**config.mk**
```make
export PLATFORM = sky130hd
export DESIGN_NAME = btn_conditioner
export DESIGN_NICKNAME = d
export VERILOG_FILES = /design/src/rtl/btn_pkg.sv /design/src/rtl/btn_channel.sv /design/src/rtl/btn_conditioner.sv
export SDC_FILE = /design/constraint.sdc
export NUM_CORES = 1
export LEC_CHECK = 0
export CORE_MARGIN = 8
export CORE_UTILIZATION = 45
export DETAILED_ROUTE_END_ITERATION = 6
export PLACE_DENSITY_LB_ADDON = 0.05
export SYNTH_ARGS = -nofsm -noshare
export SYNTH_HDL_FRONTEND = slang
export SYNTH_SLANG_ARGS = --single-unit
```
**constraint.sdc**
```tcl
create_clock -name clk -period 2.3 [get_ports clk]
set_input_delay 0.23 -clock clk [delete_from_list [all_inputs] [get_ports clk]]
set_output_delay 0.23 -clock clk [all_outputs]
set_load 0.03 [all_outputs]
```
**src/rtl/btn_pkg.sv**
```systemverilog
// Shared definitions for the push-button conditioning chain.
// Optional feature macro: BTN_AUTOREPEAT_EN (hold-to-repeat timing).
package btn_pkg;

  // Per-channel press FSM encoding
  typedef enum logic [1:0] {
    IDLE   = 2'd0,
    HELD   = 2'd1,
    REPEAT = 2'd2
  } btn_state_e;

  // Pair indices: pair k drives channel 2k (up) and 2k+1 (down)
  localparam int P_S  = 0;
  localparam int P_M  = 1;
  localparam int P_H  = 2;
  localparam int P_D  = 3;
  localparam int P_MO = 4;
  localparam int P_Y  = 5;

  // Bits needed for a counter that runs from 0 to n-1 (never less than 1)
  function automatic int cnt_w(input int n);
    if (n <= 2) return 1;
    return $clog2(n);
  endfunction

  function automatic int max2(input int a, input int b);
    return (a > b) ? a : b;
  endfunction

endpackage

```
**src/rtl/btn_channel.sv**
```systemverilog
// One button line: two-flop synchronizer, stability-count debouncer and
// press FSM. The pulse output is combinational; the top registers it.
// Optional feature macro: BTN_AUTOREPEAT_EN (adds HELD timer and REPEAT).
module btn_channel
  import btn_pkg::*;
#(
  parameter int DEBOUNCE_CYCLES = 500000,
  parameter int REPEAT_DELAY    = 50000000,
  parameter int REPEAT_PERIOD   = 10000000
) (
  input  logic clk,
  input  logic rst_n,
  input  logic btn_raw,
  output logic pulse_o,
  output logic deb_o
);

  localparam int CW = cnt_w(DEBOUNCE_CYCLES);
  localparam logic [CW-1:0] CNT_LAST = CW'(DEBOUNCE_CYCLES - 1);

  // Reject configurations that would break the single-cycle pulse guarantee
  if (DEBOUNCE_CYCLES < 2) begin : g_bad_debounce
    $error("btn_channel: DEBOUNCE_CYCLES must be at least 2");
  end
  if (REPEAT_DELAY < 2) begin : g_bad_delay
    $error("btn_channel: REPEAT_DELAY must be at least 2");
  end
  if (REPEAT_PERIOD < 2) begin : g_bad_period
    $error("btn_channel: REPEAT_PERIOD must be at least 2");
  end

  logic           sync_meta_q;
  logic           sync_q;
  logic           deb_q, deb_d;
  logic [CW-1:0]  cnt_q, cnt_d;
  btn_state_e     state_q, state_d;
  logic           pulse_d;

  // Two-flop synchronizer for the asynchronous raw line
  always_ff @(posedge clk or negedge rst_n) begin
    if (!rst_n) begin
      sync_meta_q <= 1'b0;
      sync_q      <= 1'b0;
    end else begin
      sync_meta_q <= btn_raw;
      sync_q      <= sync_meta_q;
    end
  end

  // Debouncer: accept a new level only after an unbroken run of differing samples
  always_comb begin
    deb_d = deb_q;
    cnt_d = '0;
    if (sync_q != deb_q) begin
      if (cnt_q == CNT_LAST) begin
        deb_d = sync_q;
        cnt_d = '0;
      end else begin
        cnt_d = cnt_q + 1'b1;
      end
    end
  end

  // Debouncer state registers
  always_ff @(posedge clk or negedge rst_n) begin
    if (!rst_n) begin
      deb_q <= 1'b0;
      cnt_q <= '0;
    end else begin
      deb_q <= deb_d;
      cnt_q <= cnt_d;
    end
  end

`ifdef BTN_AUTOREPEAT_EN
  localparam int TW = cnt_w(max2(REPEAT_DELAY, REPEAT_PERIOD));
  localparam logic [TW-1:0] DELAY_LAST  = TW'(REPEAT_DELAY - 1);
  localparam logic [TW-1:0] PERIOD_LAST = TW'(REPEAT_PERIOD - 1);

  logic [TW-1:0] tmr_q, tmr_d;

  // Press FSM with hold-to-repeat; release wins over a same-cycle expiry
  always_comb begin
    state_d = state_q;
    tmr_d   = tmr_q;
    pulse_d = 1'b0;
    if (!deb_q) begin
      state_d = IDLE;
      tmr_d   = '0;
    end else begin
      case (state_q)
        IDLE: begin
          pulse_d = 1'b1;
          state_d = HELD;
          tmr_d   = '0;
        end
        HELD: begin
          if (tmr_q == DELAY_LAST) begin
            pulse_d = 1'b1;
            state_d = REPEAT;
            tmr_d   = '0;
          end else begin
            tmr_d = tmr_q + 1'b1;
          end
        end
        REPEAT: begin
          if (tmr_q == PERIOD_LAST) begin
            pulse_d = 1'b1;
            tmr_d   = '0;
          end else begin
            tmr_d = tmr_q + 1'b1;
          end
        end
        default: begin
          state_d = IDLE;
          tmr_d   = '0;
        end
      endcase
    end
  end

  // FSM and repeat timer registers
  always_ff @(posedge clk or negedge rst_n) begin
    if (!rst_n) begin
      state_q <= IDLE;
      tmr_q   <= '0;
    end else begin
      state_q <= state_d;
      tmr_q   <= tmr_d;
    end
  end
`else
  // Press FSM without repeat: HELD is terminal until the button is released
  always_comb begin
    state_d = state_q;
    pulse_d = 1'b0;
    if (!deb_q) begin
      state_d = IDLE;
    end else if (state_q == IDLE) begin
      pulse_d = 1'b1;
      state_d = HELD;
    end
  end

  // FSM state register
  always_ff @(posedge clk or negedge rst_n) begin
    if (!rst_n) begin
      state_q <= IDLE;
    end else begin
      state_q <= state_d;
    end
  end
`endif

  assign pulse_o = pulse_d;
  assign deb_o   = deb_q;

endmodule

```
**src/rtl/btn_conditioner.sv**
```systemverilog
// Conditions 2*N_PAIR raw push-button lines into clean single-cycle pulses
// for the clock's up/down set inputs. Pair k owns channel 2k (up) and
// 2k+1 (down); pairs are ordered s, m, h, d, mo, y.
// Optional feature macro: BTN_AUTOREPEAT_EN (hold-to-repeat).
module btn_conditioner
  import btn_pkg::*;
#(
  parameter int N_PAIR          = 6,
  parameter int DEBOUNCE_CYCLES = 500000,
  parameter int REPEAT_DELAY    = 50000000,
  parameter int REPEAT_PERIOD   = 10000000
) (
  input  logic                  clk,
  input  logic                  rst_n,
  input  logic [2*N_PAIR-1:0]   btn_raw,
  output logic [2*N_PAIR-1:0]   pulse_o,
  output logic [2*N_PAIR-1:0]   level_o
);

  localparam int NCH = 2 * N_PAIR;

  logic [NCH-1:0] raw_pulse;
  logic [NCH-1:0] deb;
  logic [NCH-1:0] pulse_q, pulse_d;

  for (genvar ch = 0; ch < NCH; ch++) begin : g_ch
    btn_channel #(
      .DEBOUNCE_CYCLES (DEBOUNCE_CYCLES),
      .REPEAT_DELAY    (REPEAT_DELAY),
      .REPEAT_PERIOD   (REPEAT_PERIOD)
    ) u_channel (
      .clk     (clk),
      .rst_n   (rst_n),
      .btn_raw (btn_raw[ch]),
      .pulse_o (raw_pulse[ch]),
      .deb_o   (deb[ch])
    );
  end

  // Pair interlock: up and down held together emit nothing; FSMs keep running
  always_comb begin
    pulse_d = raw_pulse;
    for (int p = 0; p < N_PAIR; p++) begin
      if (deb[2*p] && deb[2*p+1]) begin
        pulse_d[2*p]   = 1'b0;
        pulse_d[2*p+1] = 1'b0;
      end
    end
  end

  // Output pulse register
  always_ff @(posedge clk or negedge rst_n) begin
    if (!rst_n) begin
      pulse_q <= '0;
    end else begin
      pulse_q <= pulse_d;
    end
  end

  assign pulse_o = pulse_q;
  // The debounced level is already a flop output inside each channel
  assign level_o = deb;

endmodule
```
==> impl_metrics.yaml <==
floorplanning:
  initial_core_util: 0.4532
  ios: 38
  core-area_um2: 29400
  fp-row-count: 63
  die_y_um: 188.1
  dieArea_um2: 35370
  dieWidth_um: 188.1
sta:
  hold_viol_final: 0
  fin_tns_setup_ns: 0
  tightest_slew_ns: 0.5148
  fin_worst_skew_ns: 0.01727
  setup_ws_ns: 0.2155
  setup_viol: 0
  fmax_mhz: 479.7
  final_max_slew_viol_count: 0
  period_minus_slack_ns: 2.084
  slew_headroom: 0.6568
  rsz0062_at_grt: "no"
  fin_crit_sh: 0.9063
cells_and_area:
  post-route-util: 0.5237
  area_growth_pct: 15.56
  antenna-diode-count: 0
  layout.nets: 1365
  layout-drive-gt1-share: 0.1012
  fillerInstances: 2632
power_and_ir_drop:
  p_comb_frac: 0.032
  p_sw_frac: 0.2140
  p_leak_nw: 6.290
  internal_power_mw: 8.682
  switchingPower_mw: 2.363
  pwr-share-clk: 0.497
  cellPowerDensity_nw_per_um2: 717.3
  peakVddDrop_mv: 0.9041
  seqPwrFrac: 0.471
critical_path:
  crit_path_end_kind: "register"
  worstSetupPathType: "reg -> reg"
  worstPathArrival_ns: 2.47
  path_cells: "or4_1 > or4_4 > nor2_1 > mux2_2"
  reg2reg_setup_slack_ns: 0.22
  critPathLaunchType: "register"
  cp_slowest_cell: "or4_4"
  slowest_delay_ns: 0.55
  worstPathRequired_ns: 2.69
  crit_path_max_fanout: 5
detailed_routing:
  firstDrtPassIters: 5
  via_count: 9285
  drcViolationCount: 0
  wirelength_mm: 25.20
  via_per_inst: 5.294
  drtAntennaViolNets: 0
  first_iter_violations: 496
  drt-wirelength-per-cell_um: 14.37
cts:
  cts_max_path_buffers: 3
  cts_buffers: 34
  clk_pin_slew_ns: 0.06
  clock_latency_ns: 0.51
  cts_max_level: 2
  cts_setup_buffers: 0
  clock_sinks: 288
  cts_root_buffer: "clkbuf_16"
  cts_tree: "yes"
yosys:
  synth_cell_types: 47
  synth_area_per_cell_um2: 10.38
  synth_top_area_share: 0.5408
  synth_seq_cells: 288
  ys.flop_type: "dfrtp_1"
  synth.largest_area_cell: "dfrtp_1"
  syn_inst: 1284
  syn_area_um2: 13330
  synth_warnings: 0
  syn_nets: 1310
  ys_seq_area_frac: 0.5408
  synth_edf_count: 0
  synth-async-reset-ratio: 1.000
  netlist_top_cells_area: "dfrtp_1, xnor2_1, xor2_1"
hold_path:
  worstHoldPathType: "in -> reg"
grt:
  grt_pass1_vias: 9390
  antenna_found_initial: 0
  overflow: 0
  grt_pass1_wl_mm: 44.84
  grt_max_degree: 64
  grt_usage: 0.1460
place:
  numPortBuffers: 37
  gp_congestion: 0.7826
  pre_cts_ws_ns: 0.2368
  place_hpwl_mm: 16.82
flow_run:
  cap_violations: 0
outcome:
  outcome: "complete, no violations"
-- sequential cells by signal, indices dropped and copies added (netlist names) --
register,flops
g_ch.u_channel.sync_q,12
g_ch.u_channel.state_q,12
g_ch.u_channel.cnt_q,228
g_ch.u_channel.deb_o,12
pulse_o,12
g_ch.u_channel.sync_meta_q,12
-- synthesized netlist by cell type, types with 4 or more instances --
| cell type | number |
|---|---|
| ha_1 | 12 |
| nand4_1 | 55 |
| mux2_2 | 12 |
| and4_1 | 20 |
| nor4b_1 | 5 |
| or4_4 | 5 |
| o21ai_2 | 4 |
| nor3_1 | 20 |
| buf_4 | 13 |
| clkbuf_1 | 26 |
| buf_2 | 8 |
| nand2_1 | 71 |
| nand4_2 | 4 |
| and2_1 | 17 |
| xor2_1 | 78 |
| xnor2_1 | 79 |
| o21ai_0 | 36 |
| dfrtp_1 | 288 |
| nand3_1 | 73 |
| or2_2 | 6 |
| or3_1 | 41 |
| nor3b_1 | 14 |
| and3_1 | 9 |
| inv_1 | 32 |
| nor2_1 | 180 |
| o21ai_4 | 4 |
| or4_1 | 30 |
| a21oi_1 | 58 |
| or4b_2 | 5 |
| o31ai_1 | 22 |
| nor4_1 | 27 |
-- placed cells by master, fill, tap and decap left out, drive strengths merged, types with 2 or more instances in the layout --
cell,netlist,routed
buf,24,34
nand3b,2,2
a21oi,59,59
or4,35,35
and4,21,21
nor4,27,27
nand2,71,71
dfrtp,288,288
bufinv,0,4
and2,17,17
xor2,78,78
xnor2,79,79
or3,42,42
nor2,180,180
nor4b,5,5
nand4,59,59
clkdlybuf4s50,0,36
o31ai,25,25
ha,12,12
o21ai,45,45
or2,6,6
clkinv,0,6
mux2,12,12
nor3b,14,14
nor4bb,3,3
clkbuf,28,49
and3,9,9
nand4bb,2,2
nor3,20,20
or4b,8,8
inv,32,34
nand3,76,76
or3b,2,2
-- final cells by class --
class	instances	area [µm²]	area share
Tap cell	390	488.0	0.03169
Timing Repair Buffer	71	708.2	0.04599
Clock buffer	49	977.2	0.06346
Multi-Input combinational cell	912	5719	0.3714
Inverter	32	120.1	0.007800
Clock inverter	12	178.9	0.01162
Sequential cell	288	7207	0.4680
-- per-layer routing --
| layer | part of all wire | global-route usage |
|---|---|---|
| met2 | 0.46 | 0.2319 |
| met4 | 0.020 | 0.04242 |
| met5 | 0 | 0 |
| met3 | 0.034 | 0.02619 |
| met1 | 0.49 | 0.2019 |
-- worst max-delay path, delay by kind of cell (launching register included) --
| family | cells | cell delay, ns |
|---|---|---|
| muxes | 1 | 0.34 |
| DFF | 1 | 0.42 |
| and+or+nand+nor | 3 | 1.21 |
-- power groups by stage --
stage                     Combinational, mW  Sequential, mW  Clock (mW)
after global placement                0.364            5.29           0
after CTS                             0.368            5.20        5.69
after global routing                  0.412            5.21        5.89
after detailed placement              0.365            5.30           0
after floorplan                       0.157            5.28           0
final                                 0.350            5.21        5.49
-- final timing paths --
check | from | cells after the start | end
min in group asynchronous | rst_n | 2 | g_ch[5].u_channel.cnt_q[2]
min reg2reg | g_ch[3].u_channel.sync_meta_q | 0 | g_ch[3].u_channel.sync_q
max | g_ch[8].u_channel.cnt_q[12] | 4 | g_ch[8].u_channel.deb_o
min | btn_raw[5] | 1 | g_ch[5].u_channel.sync_meta_q
max reg2reg | g_ch[8].u_channel.cnt_q[12] | 4 | g_ch[8].u_channel.deb_o
max in group asynchronous | rst_n | 3 | g_ch[11].u_channel.cnt_q[6]
-- logic make-up after synthesis --
group                    synth area share
XOR/XNOR                           0.1032
multiplexers                      0.01014
adder cells (fa/ha/maj)           0.01127
flip-flops                         0.5408
buffers and inverters             0.02995
AO/OA/AOI/OAI                     0.05972
AND/OR/NAND/NOR                    0.2449
-- repair_timing --
action	in CTS	in global routing
hold endpoints to repair	56	0
gates resized for setup	0	0
hold buffers	1	0
-- stage by stage --
step | total power [mW] | hold slack [ns] | area, µm² | cells
2_1_floorplan | 5.440 | -0.06559 | 13330 | 1284
3_3_place_gp | 5.659 | 0.2255 | 14230 | 1692
3_5_place_dp | 5.660 | 0.2244 | 14230 | 1692
4_1_cts | 11.26 | 0.1288 | 15400 | 1754
5_1_grt | 11.51 | 0.1418 | 15400 | 1754
6_report | 11.05 | 0.1526 | 15400 | 1754
No activity file was read; power rests on OpenSTA's default activity.
